===== src/rtl/rom_stream_tx_if.sv =====
// Bus bundle for rom_stream_tx: start/select inputs, ROM bank wiring and serial status outputs.
interface rom_stream_tx_if #(
  parameter int unsigned NUM_CH = 4,
  parameter int unsigned DATA_W = 8,
  parameter int unsigned ADDR_W = 4
);
  logic                     write;
  logic [NUM_CH-1:0]        ch_sel;
  logic [NUM_CH*DATA_W-1:0] rom_data;
  logic [ADDR_W-1:0]        rom_addr;
  logic                     serial_out;
  logic                     busy;
  logic                     done;
  logic [DATA_W-1:0]        data_latch;

  modport master (
    output write, ch_sel, rom_data,
    input  rom_addr, serial_out, busy, done, data_latch
  );

  modport slave (
    input  write, ch_sel, rom_data,
    output rom_addr, serial_out, busy, done, data_latch
  );
endinterface


===== src/rtl/rom_stream_tx.sv =====
// Streams a DEPTH-word table from one of NUM_CH ROM channels as UART-style serial frames.
// Define ROM_STREAM_PARITY_EN to insert an even-parity bit between the data bits and the stop bit.
module rom_stream_tx #(
  parameter int unsigned NUM_CH     = 4,
  parameter int unsigned DATA_W     = 8,
  parameter int unsigned DEPTH      = 16,
  parameter int unsigned ADDR_W     = 4,
  parameter int unsigned BIT_CYCLES = 434
) (
  input  logic           i_sysclk,
  input  logic           i_rst_n,
  rom_stream_tx_if.slave io_bus
);

  localparam int unsigned CNT_W = (BIT_CYCLES > 1) ? $clog2(BIT_CYCLES) : 1;
  localparam int unsigned BIT_W = (DATA_W > 1) ? $clog2(DATA_W) : 1;
  localparam int unsigned CH_W  = (NUM_CH > 1) ? $clog2(NUM_CH) : 1;

  localparam logic [CNT_W-1:0]  CNT_LAST  = CNT_W'(BIT_CYCLES - 1);
  localparam logic [BIT_W-1:0]  BIT_LAST  = BIT_W'(DATA_W - 1);
  localparam logic [ADDR_W-1:0] ADDR_LAST = ADDR_W'(DEPTH - 1);

  typedef enum logic [2:0] {
    S_IDLE,
    S_LOAD,
    S_START,
    S_DATA,
    S_PARITY,
    S_STOP
  } state_t;

  state_t             r_state, w_state;
  logic               r_write_d;
  logic               r_start_edge;
  logic [CH_W-1:0]    r_ch, w_ch;
  logic [CNT_W-1:0]   r_cnt, w_cnt;
  logic [BIT_W-1:0]   r_bit, w_bit;
  logic [ADDR_W-1:0]  r_addr, w_addr;
  logic [DATA_W-1:0]  r_latch, w_latch;
  logic               r_serial, w_serial;
  logic               r_busy, w_busy;
  logic               r_done, w_done;

  logic               w_sel_valid;
  logic [CH_W-1:0]    w_sel_idx;
  logic [DATA_W-1:0]  w_rom_word;
  logic               w_cnt_last;

  // Lowest set switch wins when several are on.
  always_comb begin
    w_sel_valid = |io_bus.ch_sel;
    w_sel_idx   = '0;
    for (int k = NUM_CH - 1; k >= 0; k--) begin
      if (io_bus.ch_sel[k]) w_sel_idx = CH_W'(k);
    end
  end

  always_comb begin
    w_rom_word = '0;
    for (int k = 0; k < NUM_CH; k++) begin
      if (r_ch == CH_W'(k)) w_rom_word = io_bus.rom_data[k*DATA_W +: DATA_W];
    end
  end

  assign w_cnt_last = (r_cnt == CNT_LAST);

  // Next-state and next-output logic; every output is registered below.
  always_comb begin
    w_state  = r_state;
    w_ch     = r_ch;
    w_cnt    = r_cnt;
    w_bit    = r_bit;
    w_addr   = r_addr;
    w_latch  = r_latch;
    w_serial = r_serial;
    w_busy   = r_busy;
    w_done   = 1'b0;

    case (r_state)
      S_IDLE: begin
        w_serial = 1'b1;
        if (r_start_edge && w_sel_valid) begin
          w_state = S_LOAD;
          w_ch    = w_sel_idx;
          w_busy  = 1'b1;
          w_cnt   = '0;
          w_bit   = '0;
        end
      end

      S_LOAD: begin
        w_latch  = w_rom_word;
        w_state  = S_START;
        w_serial = 1'b0;
        w_cnt    = '0;
      end

      S_START: begin
        if (w_cnt_last) begin
          w_cnt    = '0;
          w_bit    = '0;
          w_state  = S_DATA;
          w_serial = r_latch[0];
        end else begin
          w_cnt = r_cnt + CNT_W'(1);
        end
      end

      S_DATA: begin
        if (w_cnt_last) begin
          w_cnt = '0;
          if (r_bit == BIT_LAST) begin
`ifdef ROM_STREAM_PARITY_EN
            w_state  = S_PARITY;
            w_serial = ^r_latch;
`else
            w_state  = S_STOP;
            w_serial = 1'b1;
`endif
          end else begin
            w_bit    = r_bit + BIT_W'(1);
            w_serial = r_latch[r_bit + BIT_W'(1)];
          end
        end else begin
          w_cnt = r_cnt + CNT_W'(1);
        end
      end

`ifdef ROM_STREAM_PARITY_EN
      S_PARITY: begin
        if (w_cnt_last) begin
          w_cnt    = '0;
          w_state  = S_STOP;
          w_serial = 1'b1;
        end else begin
          w_cnt = r_cnt + CNT_W'(1);
        end
      end
`endif

      // Last word ends the run; otherwise the next LOAD follows with no extra gap.
      S_STOP: begin
        w_serial = 1'b1;
        if (w_cnt_last) begin
          w_cnt = '0;
          if (r_addr == ADDR_LAST) begin
            w_state = S_IDLE;
            w_done  = 1'b1;
            w_busy  = 1'b0;
            w_addr  = '0;
          end else begin
            w_state = S_LOAD;
            w_addr  = r_addr + ADDR_W'(1);
          end
        end else begin
          w_cnt = r_cnt + CNT_W'(1);
        end
      end

      default: begin
        w_state  = S_IDLE;
        w_serial = 1'b1;
        w_busy   = 1'b0;
        w_addr   = '0;
      end
    endcase
  end

  always_ff @(posedge i_sysclk) begin
    if (!i_rst_n) begin
      r_state      <= S_IDLE;
      r_write_d    <= 1'b0;
      r_start_edge <= 1'b0;
      r_ch         <= '0;
      r_cnt        <= '0;
      r_bit        <= '0;
      r_addr       <= '0;
      r_latch      <= '0;
      r_serial     <= 1'b1;
      r_busy       <= 1'b0;
      r_done       <= 1'b0;
    end else begin
      r_state      <= w_state;
      r_write_d    <= io_bus.write;
      r_start_edge <= io_bus.write & ~r_write_d;
      r_ch         <= w_ch;
      r_cnt        <= w_cnt;
      r_bit        <= w_bit;
      r_addr       <= w_addr;
      r_latch      <= w_latch;
      r_serial     <= w_serial;
      r_busy       <= w_busy;
      r_done       <= w_done;
    end
  end

  assign io_bus.rom_addr   = r_addr;
  assign io_bus.serial_out = r_serial;
  assign io_bus.busy       = r_busy;
  assign io_bus.done       = r_done;
  assign io_bus.data_latch = r_latch;

endmodule


===== src/flat_wrapper.sv =====
// flat-port wrapper written by rule: the top's interface ports become plain ports
module rom_stream_tx_flat 
#(
  parameter int unsigned NUM_CH     = 4,
  parameter int unsigned DATA_W     = 8,
  parameter int unsigned DEPTH      = 16,
  parameter int unsigned ADDR_W     = 4,
  parameter int unsigned BIT_CYCLES = 434
)
  (i_sysclk, i_rst_n, io_bus_write, io_bus_ch_sel, io_bus_rom_data, io_bus_rom_addr, io_bus_serial_out, io_bus_busy, io_bus_done, io_bus_data_latch);
  rom_stream_tx_if #(.NUM_CH(NUM_CH), .DATA_W(DATA_W), .ADDR_W(ADDR_W)) io_bus_i ();
  input  logic i_sysclk;
  input  logic i_rst_n;
  input wire logic [$bits(io_bus_i.write)-1:0] io_bus_write;
  input wire logic [$bits(io_bus_i.ch_sel)-1:0] io_bus_ch_sel;
  input wire logic [$bits(io_bus_i.rom_data)-1:0] io_bus_rom_data;
  output wire logic [$bits(io_bus_i.rom_addr)-1:0] io_bus_rom_addr;
  output wire logic [$bits(io_bus_i.serial_out)-1:0] io_bus_serial_out;
  output wire logic [$bits(io_bus_i.busy)-1:0] io_bus_busy;
  output wire logic [$bits(io_bus_i.done)-1:0] io_bus_done;
  output wire logic [$bits(io_bus_i.data_latch)-1:0] io_bus_data_latch;
  assign io_bus_i.write = io_bus_write;
  assign io_bus_i.ch_sel = io_bus_ch_sel;
  assign io_bus_i.rom_data = io_bus_rom_data;
  assign io_bus_rom_addr = io_bus_i.rom_addr;
  assign io_bus_serial_out = io_bus_i.serial_out;
  assign io_bus_busy = io_bus_i.busy;
  assign io_bus_done = io_bus_i.done;
  assign io_bus_data_latch = io_bus_i.data_latch;
  rom_stream_tx #(.NUM_CH(NUM_CH), .DATA_W(DATA_W), .DEPTH(DEPTH), .ADDR_W(ADDR_W), .BIT_CYCLES(BIT_CYCLES)) u_core (.i_sysclk(i_sysclk), .i_rst_n(i_rst_n), .io_bus(io_bus_i));
endmodule

===== config.mk =====
export PLATFORM = sky130hd
export DESIGN_NAME = rom_stream_tx_flat
export DESIGN_NICKNAME = d
export VERILOG_FILES = /design/src/rtl/rom_stream_tx_if.sv /design/src/rtl/rom_stream_tx.sv /design/src/flat_wrapper.sv
export SDC_FILE = /design/constraint.sdc
export NUM_CORES = 1
export LEC_CHECK = 0
export CORE_MARGIN = 1.5
export CORE_UTILIZATION = 40
export DETAILED_ROUTE_END_ITERATION = 12
export PLACE_DENSITY = 0.71
export SETUP_SLACK_MARGIN = 0.5
export SYNTH_ARGS = -nofsm -noshare
export SYNTH_HDL_FRONTEND = slang
export SYNTH_SLANG_ARGS = --single-unit

===== constraint.sdc =====
create_clock -name i_sysclk -period 2.15 [get_ports i_sysclk]
set_input_delay 0.645 -clock i_sysclk [delete_from_list [all_inputs] [get_ports i_sysclk]]
set_output_delay 0.645 -clock i_sysclk [all_outputs]
set_load 0.01 [all_outputs]

==> results of run 1 <==
[critical path: stages, from the launching register on]
cell     delay [ns]
dfxtp_4        0.36
inv_4          0.05
ha_4           0.10
and4b_2        0.25
nand4_1        0.20
or4_1          0.61
a21oi_2        0.14
[cells by family (layout without fill, tap and decap cells)]
family          after synthesis  in the layout  synth area share (%)
mux                          12             12                  12.5
fa+ha+maj                     5              5                  3.36
buf+inv                      21             96                  5.05
compound gates               55             56                  18.8
simple gates                 80             80                  23.2
flops                        34             34                  36.6
xor+xnor                      1              1                 0.471
[power by group through the flow]
stage	clock network, W	logic, W	registers (W)
2_1_floorplan	0	0.000132	0.000687
3_3_place_gp	0	0.000262	0.000694
3_5_place_dp	0	0.000264	0.000694
4_1_cts	0.000473	0.000292	0.000680
5_1_grt	0.000503	0.000356	0.000683
6_report	0.000462	0.000331	0.000679
[cell usage in the layout, fill, tap and decap left out, types with 4 or more instances in the layout]
cell,synthesis,layout
clkdlybuf4s50_1,0,33
clkbuf_8,0,6
o21ai_0,12,10
or4_1,5,4
or3_1,9,8
nand3_1,9,9
dlygate4sd2_1,0,15
mux4_2,9,9
inv_1,9,7
nor2_1,8,8
dfxtp_2,0,5
nand4_1,5,5
a21oi_2,1,8
buf_4,0,25
nor3_1,5,5
dfxtp_1,34,26
a21oi_1,24,17
nor2b_1,5,4
nand2_1,21,21
[metrics by stage]
stage	setup slack [ns]	util, %	instances	area [µm²]	TNS (ns)
detailed placement	-0.165	56.9	312	2510	-1.57
global placement	-0.127	56.9	312	2510	-1.15
global route	0.318	64.5	336	2850	0
floorplan	0.346	-	208	1880	0
CTS	0.423	61.6	325	2720	0
finish	0.365	64.5	336	2850	0
[area by class of cell]
| class | count | area [µm²] | area share, % |
|---|---|---|---|
| clock buffer | 6 | 82.6 | 2.90 |
| inverter | 9 | 36.3 | 1.27 |
| multi-input combinational | 154 | 1230 | 43.0 |
| sequential | 34 | 698 | 24.5 |
| tap | 52 | 65.1 | 2.28 |
| timing repair buffer | 81 | 741 | 26.0 |
[registers in the layout (all words and copies together) (netlist names)]
register and flops:
u_core.io_bus.busy 1, u_core.io_bus.data_latch 8, u_core.io_bus.done 1, u_core.io_bus.rom_addr 4
u_core.io_bus.serial_out 1, u_core.r_bit 3, u_core.r_ch 2, u_core.r_cnt 9
u_core.r_start_edge 1, u_core.r_state 3, u_core.r_write_d 1
[per-layer routing]
metal	wire (µm)	track usage [%]
met2	2380	29.5
met1	2200	26.4
met3	219	5.84
met5	0	0
met4	59	7.34
[what timing repair did]
item / CTS / global route
cloned: 2 / 0
buffers inserted: 5 / 11
gates resized for setup: 50 / 22
hold endpoints to repair: 0 / 0
pin swaps: 11 / 13
hold buffers: 0 / 0
setup endpoints to repair: 35 / 21
[path summary, 6_finish.rpt]
| kind | startpoint | to | slack (ns) |
|---|---|---|---|
| hold / removal | u_core.r_write_d$_SDFF_PN0_ | u_core.r_start_edge$_SDFF_PN0_ | 0.39 |
| hold reg to reg | u_core.r_write_d$_SDFF_PN0_ | u_core.r_start_edge$_SDFF_PN0_ | 0.39 |
| setup reg to reg | u_core.r_cnt[1]$_SDFFE_PN0P_ | u_core.r_bit[1]$_SDFFE_PN0P_ | 0.37 |
| setup / recovery | u_core.r_cnt[1]$_SDFFE_PN0P_ | u_core.r_bit[1]$_SDFFE_PN0P_ | 0.37 |
==> results.toml, run 1 <==
[sta]
timing.final.hold_violations = 0
setup_viol = 0
finClkSkew_ns = 0.00614
worst_hold_slack_ns = 0.392
layout_min_cycle_time_ns = 1.78
finalCritPeriodShare_pct = 83.0
fmax_mhz = 560
finalMaxSlewViolations = 0
rsz0062_at_grt = "yes"
relSlewSlack_pct = 64.0
worst_pin_slew_ns = 0.539

[pwr]
p_sw_share_pct = 25.6
internal-power_w = 0.00110
power_w = 0.00147
power_density_nw_per_um2 = 517
p_comb_share_pct = 22.5
switchingPower_w = 0.000377
p_leak_nw = 1.07
clockPowerShare_pct = 31.4
ir_drop_v = 0.000370
p_seq_share_pct = 46.1

[worst_setup_path]
cp-start-kind = "register"
worstPathRequired_ns = 2.37
cp.arrival_ns = 2.01
r2r_cells = 6
crit_path_max_fanout = 5
cp-end-kind = "register"
crit_type = "reg2reg"

[floorplanning]
rows = 24
start_util_pct = 42.1
core_um2 = 4410
num_io_pins = 54
die-area_um2 = 5070
die-height_um = 71.2
die_x_um = 71.2

[yosys]
synthTopCellsByArea = "dfxtp_1 37%, mux4_2 11%, a21oi_1 6.5%, nand2_1 4.2%, ha_1 3.4%"
synthCells = 208
synth.top_cell.area_share_pct = 36.6
syn_area_um2 = 1860
yosysWarnings = 0
syn-num-nets = 252
ys_async_sr_fraction_pct = 0
synthTopCellsByCount = "34 x dfxtp_1, 24 x a21oi_1, 21 x nand2_1, 12 x o21ai_0"
postSynthAreaPerCell_um2 = 8.94
synth_edf_count = 0
synth_most_common_cell = "dfxtp_1"
synth_area_leader_cell = "dfxtp_1"
synth-seq-cells = 34
synth_flop_cell = "dfxtp_1"
synth_cell_type_count = 45
yosysSeqAreaShare_pct = 36.6

[cells_and_area]
layout.filler_cells = 370
syn_to_final_growth_pct = 53.2
drive_above_1_share_pct = 29.6
nNetsFinal = 329
diodes = 0

[place]
io_buffers = 53
place_congestion = 0.754
dp_hpwl_um = 3330

[global_route]
grt_max_degree = 14
antenna_found_initial = 0
grt_overflow_total = 0
grt_pass1_wl_um = 7810
grt_pass1_vias = 1697
track_usage_pct = 19.5

[worst_hold_path]
hp-class = "reg2reg"
min_delay_path_depth = 1

[route]
routedWlPerCell_um = 14.4
num_vias = 1856
ant_nets = 0
drt_iter0_drc = 57
drt-vias-per-instance = 5.52
drtPass1Iterations = 4
wl_um = 4850
drt_drc_violations_left = 0

[clock_tree]
clock-root-buffer = "clkbuf_8"
htreeDepth = 2
cts_buffer_depth = 2
clkTransAtPathRegs_ns = 0.06
clk_latency_ns = 0.29
cts_tree = "yes"
cts_buffers = 5
clock_sinks = 34

[outcome]
status = "completed"

[job]
max_cap_violations = 0
Note: power is estimated with default switching activity, not from simulation.
==> run 2, diff against run 1 <==
PLACE_DENSITY = 0.74   (was 0.71)
clock period = 1.6 ns   (was 2.15 ns; I/O delays follow)
==> results.toml, run 2 (same netlist as run 1, synthesis figures left out) <==
[outcome]
status = "complete, but fails checks"
violations = "negative setup slack"

[clock_tree]
htreeDepth = 2
holdBufCountCts = 0
cts_tree = "yes"
clk_latency_ns = 0.30
clkTransAtPathRegs_ns = 0.08
clock_sinks = 34
cts_buffers = 5
clock-root-buffer = "clkbuf_8"
cts_buffer_depth = 2

[cells_and_area]
regMostFlops = "u_core.r_cnt"
fin_area_um2 = 3400
final_cell_mix = "36 x buf_4, 33 x dlygate4sd2_1, 31 x buf_6, 15 x a21oi_2, 14 x nand2_2"
layout_commonest_cell = "buf_4"
instances_no_fill = 368
diodes = 0
syn_to_final_growth_pct = 83.0
postLayoutCoreUtil_pct = 77.1
nNetsFinal = 359
drive_above_1_share_pct = 59.2
largest_reg_flops = 9

[global_route]
grt_max_degree = 15
grt_overflow_total = 0
grt_pass1_vias = 2118
antenna_found_initial = 0
track_usage_pct = 24.2
grt_pass1_wl_um = 9690

[floorplanning]
start_util_pct = 42.1
die-height_um = 71.2
num_io_pins = 54
die_x_um = 71.2
core_um2 = 4410
rows = 24
die-area_um2 = 5070

[place]
io_buffers = 53
place_congestion = 0.774
placed_area_um2 = 2700
post-place-ws_ns = -0.553
dp_hpwl_um = 3580
place_inst = 324

[route]
num_vias = 2223
drtPass1Iterations = 5
drt_drc_violations_left = 0
drt-vias-per-instance = 6.04
ant_nets = 0
routedWlPerCell_um = 20.0
wl_um = 7370
drt_iter0_drc = 179

[worst_hold_path]
min-delay-start = "u_core.r_write_d$_SDFF_PN0_"
hp-class = "reg2reg"
min_to = "u_core.r_start_edge$_SDFF_PN0_"
min_delay_path_depth = 1

[worst_setup_path]
worstPathRequired_ns = 1.78
r2r-end = "u_core.io_bus.serial_out$_SDFFE_PN1P_"
crit_path_max_fanout = 2
crit_type = "reg2reg"
cp-end-kind = "register"
setup.worst_path.start = "u_core.r_bit[0]$_SDFFE_PN0P_"
r2r_cells = 6
rr_startpoint = "u_core.r_bit[0]$_SDFFE_PN0P_"
r2r_slack_ns = -0.20
cp-start-kind = "register"
cp.arrival_ns = 1.98

[pwr]
p_sw_share_pct = 29.5
internal-power_w = 0.00148
p_comb_share_pct = 23.8
ir_drop_v = 0.000512
clockPowerShare_pct = 33.0
switchingPower_w = 0.000619
power_density_nw_per_um2 = 616
p_seq_share_pct = 43.2
p_leak_nw = 1.31

[sta]
fmax_mhz = 555
relSlewSlack_pct = 72.9
finClkSkew_ns = 0.0165
timing.final.hold_violations = 0
tns_ns = -0.486
rsz0062_at_grt = "yes"
worst_slack_ns = -0.201
worst_pin_slew_ns = 0.405
setup_viol = 7
finalMaxSlewViolations = 0
finalCritPeriodShare_pct = 113
layout_min_cycle_time_ns = 1.80

[job]
max_cap_violations = 0
## run 2: cell types whose count changed in the layout (fill, tap and decap cells not counted), sizes merged
cell | previous run | this run
buf | 31 | 73
clkdlybuf4s15 | 0 | 1
clkdlybuf4s50 | 33 | 1
clkinv | 0 | 1
dlygate4sd2 | 15 | 33
dlymetal6s2s | 1 | 0
inv | 9 | 10
o211a | 2 | 4
## run 2: worst max-delay path by stage
| stage | end | slack, ns | cells after the start |
|---|---|---|---|
| 2_1_floorplan | u_core.io_bus.serial_out$_SDFFE_PN1P_ | -0.08 | 6 |
| 3_3_place_gp | u_core.r_cnt[8]$_SDFFE_PN0P_ | -0.52 | 6 |
| 3_5_place_dp | u_core.r_cnt[6]$_SDFFE_PN0P_ | -0.55 | 6 |
| 4_1_cts | u_core.io_bus.serial_out$_SDFFE_PN1P_ | -0.12 | 6 |
| 5_1_grt | u_core.io_bus.serial_out$_SDFFE_PN1P_ | -0.23 | 6 |
| 6_report | u_core.io_bus.serial_out$_SDFFE_PN1P_ | -0.20 | 6 |
## run 2: power groups by stage
stage                     sequential (W)  combinational [W]  clock, W
final                           0.000905           0.000500  0.000691
after global routing            0.000908           0.000530  0.000752
after floorplan                 0.000926           0.000213         0
after global placement          0.000926           0.000374         0
after detailed placement        0.000926           0.000380         0
after CTS                       0.000905           0.000436  0.000697
## run 2: timing repair
action	in CTS	in global routing
endpoints found under the setup margin	48	47
pin swaps	45	30
cloned	3	0
gates resized for setup	180	48
buffers inserted	23	10
## run 2: layout make-up
type	instances	area (µm²)
clock buffer	6	82.6
clock inverter	2	11.3
fill	238	1010
inverter	9	33.8
multi-input combinational	156	1490
sequential	34	729
tap	52	65.1
timing repair buffer	109	990
## run 2: metrics by stage
| step | hold WS, ns | power [W] |
|---|---|---|
| floorplan | 0.367 | 0.00114 |
| global placement | 0.376 | 0.00130 |
| detailed placement | 0.379 | 0.00131 |
| CTS | 0.386 | 0.00204 |
| global route | 0.413 | 0.00219 |
| finish | 0.393 | 0.00210 |
## run 2: worst max-delay path, stage by stage (launching register included)
cell and delay (ns):
dfxtp_4 0.35, ha_4 0.16, ha_4 0.27, mux4_2 0.30
and2_4 0.16, o41ai_2 0.34, a21oi_1 0.12
## run 2: metal layers
layer	up-vias	global-route usage [%]	wire [µm]
met4	0	11.5	254
li1	1001	-	-
met2	131	38.6	3770
met1	1060	30.2	2830
met3	31	6.84	517
met5	-	0	0
==> run 3, diff against run 2 <==
SLEW_MARGIN = 0   (was default)
==> results of run 3 <==
No change in the layout: final DEF, timing and power equal those of run 2.
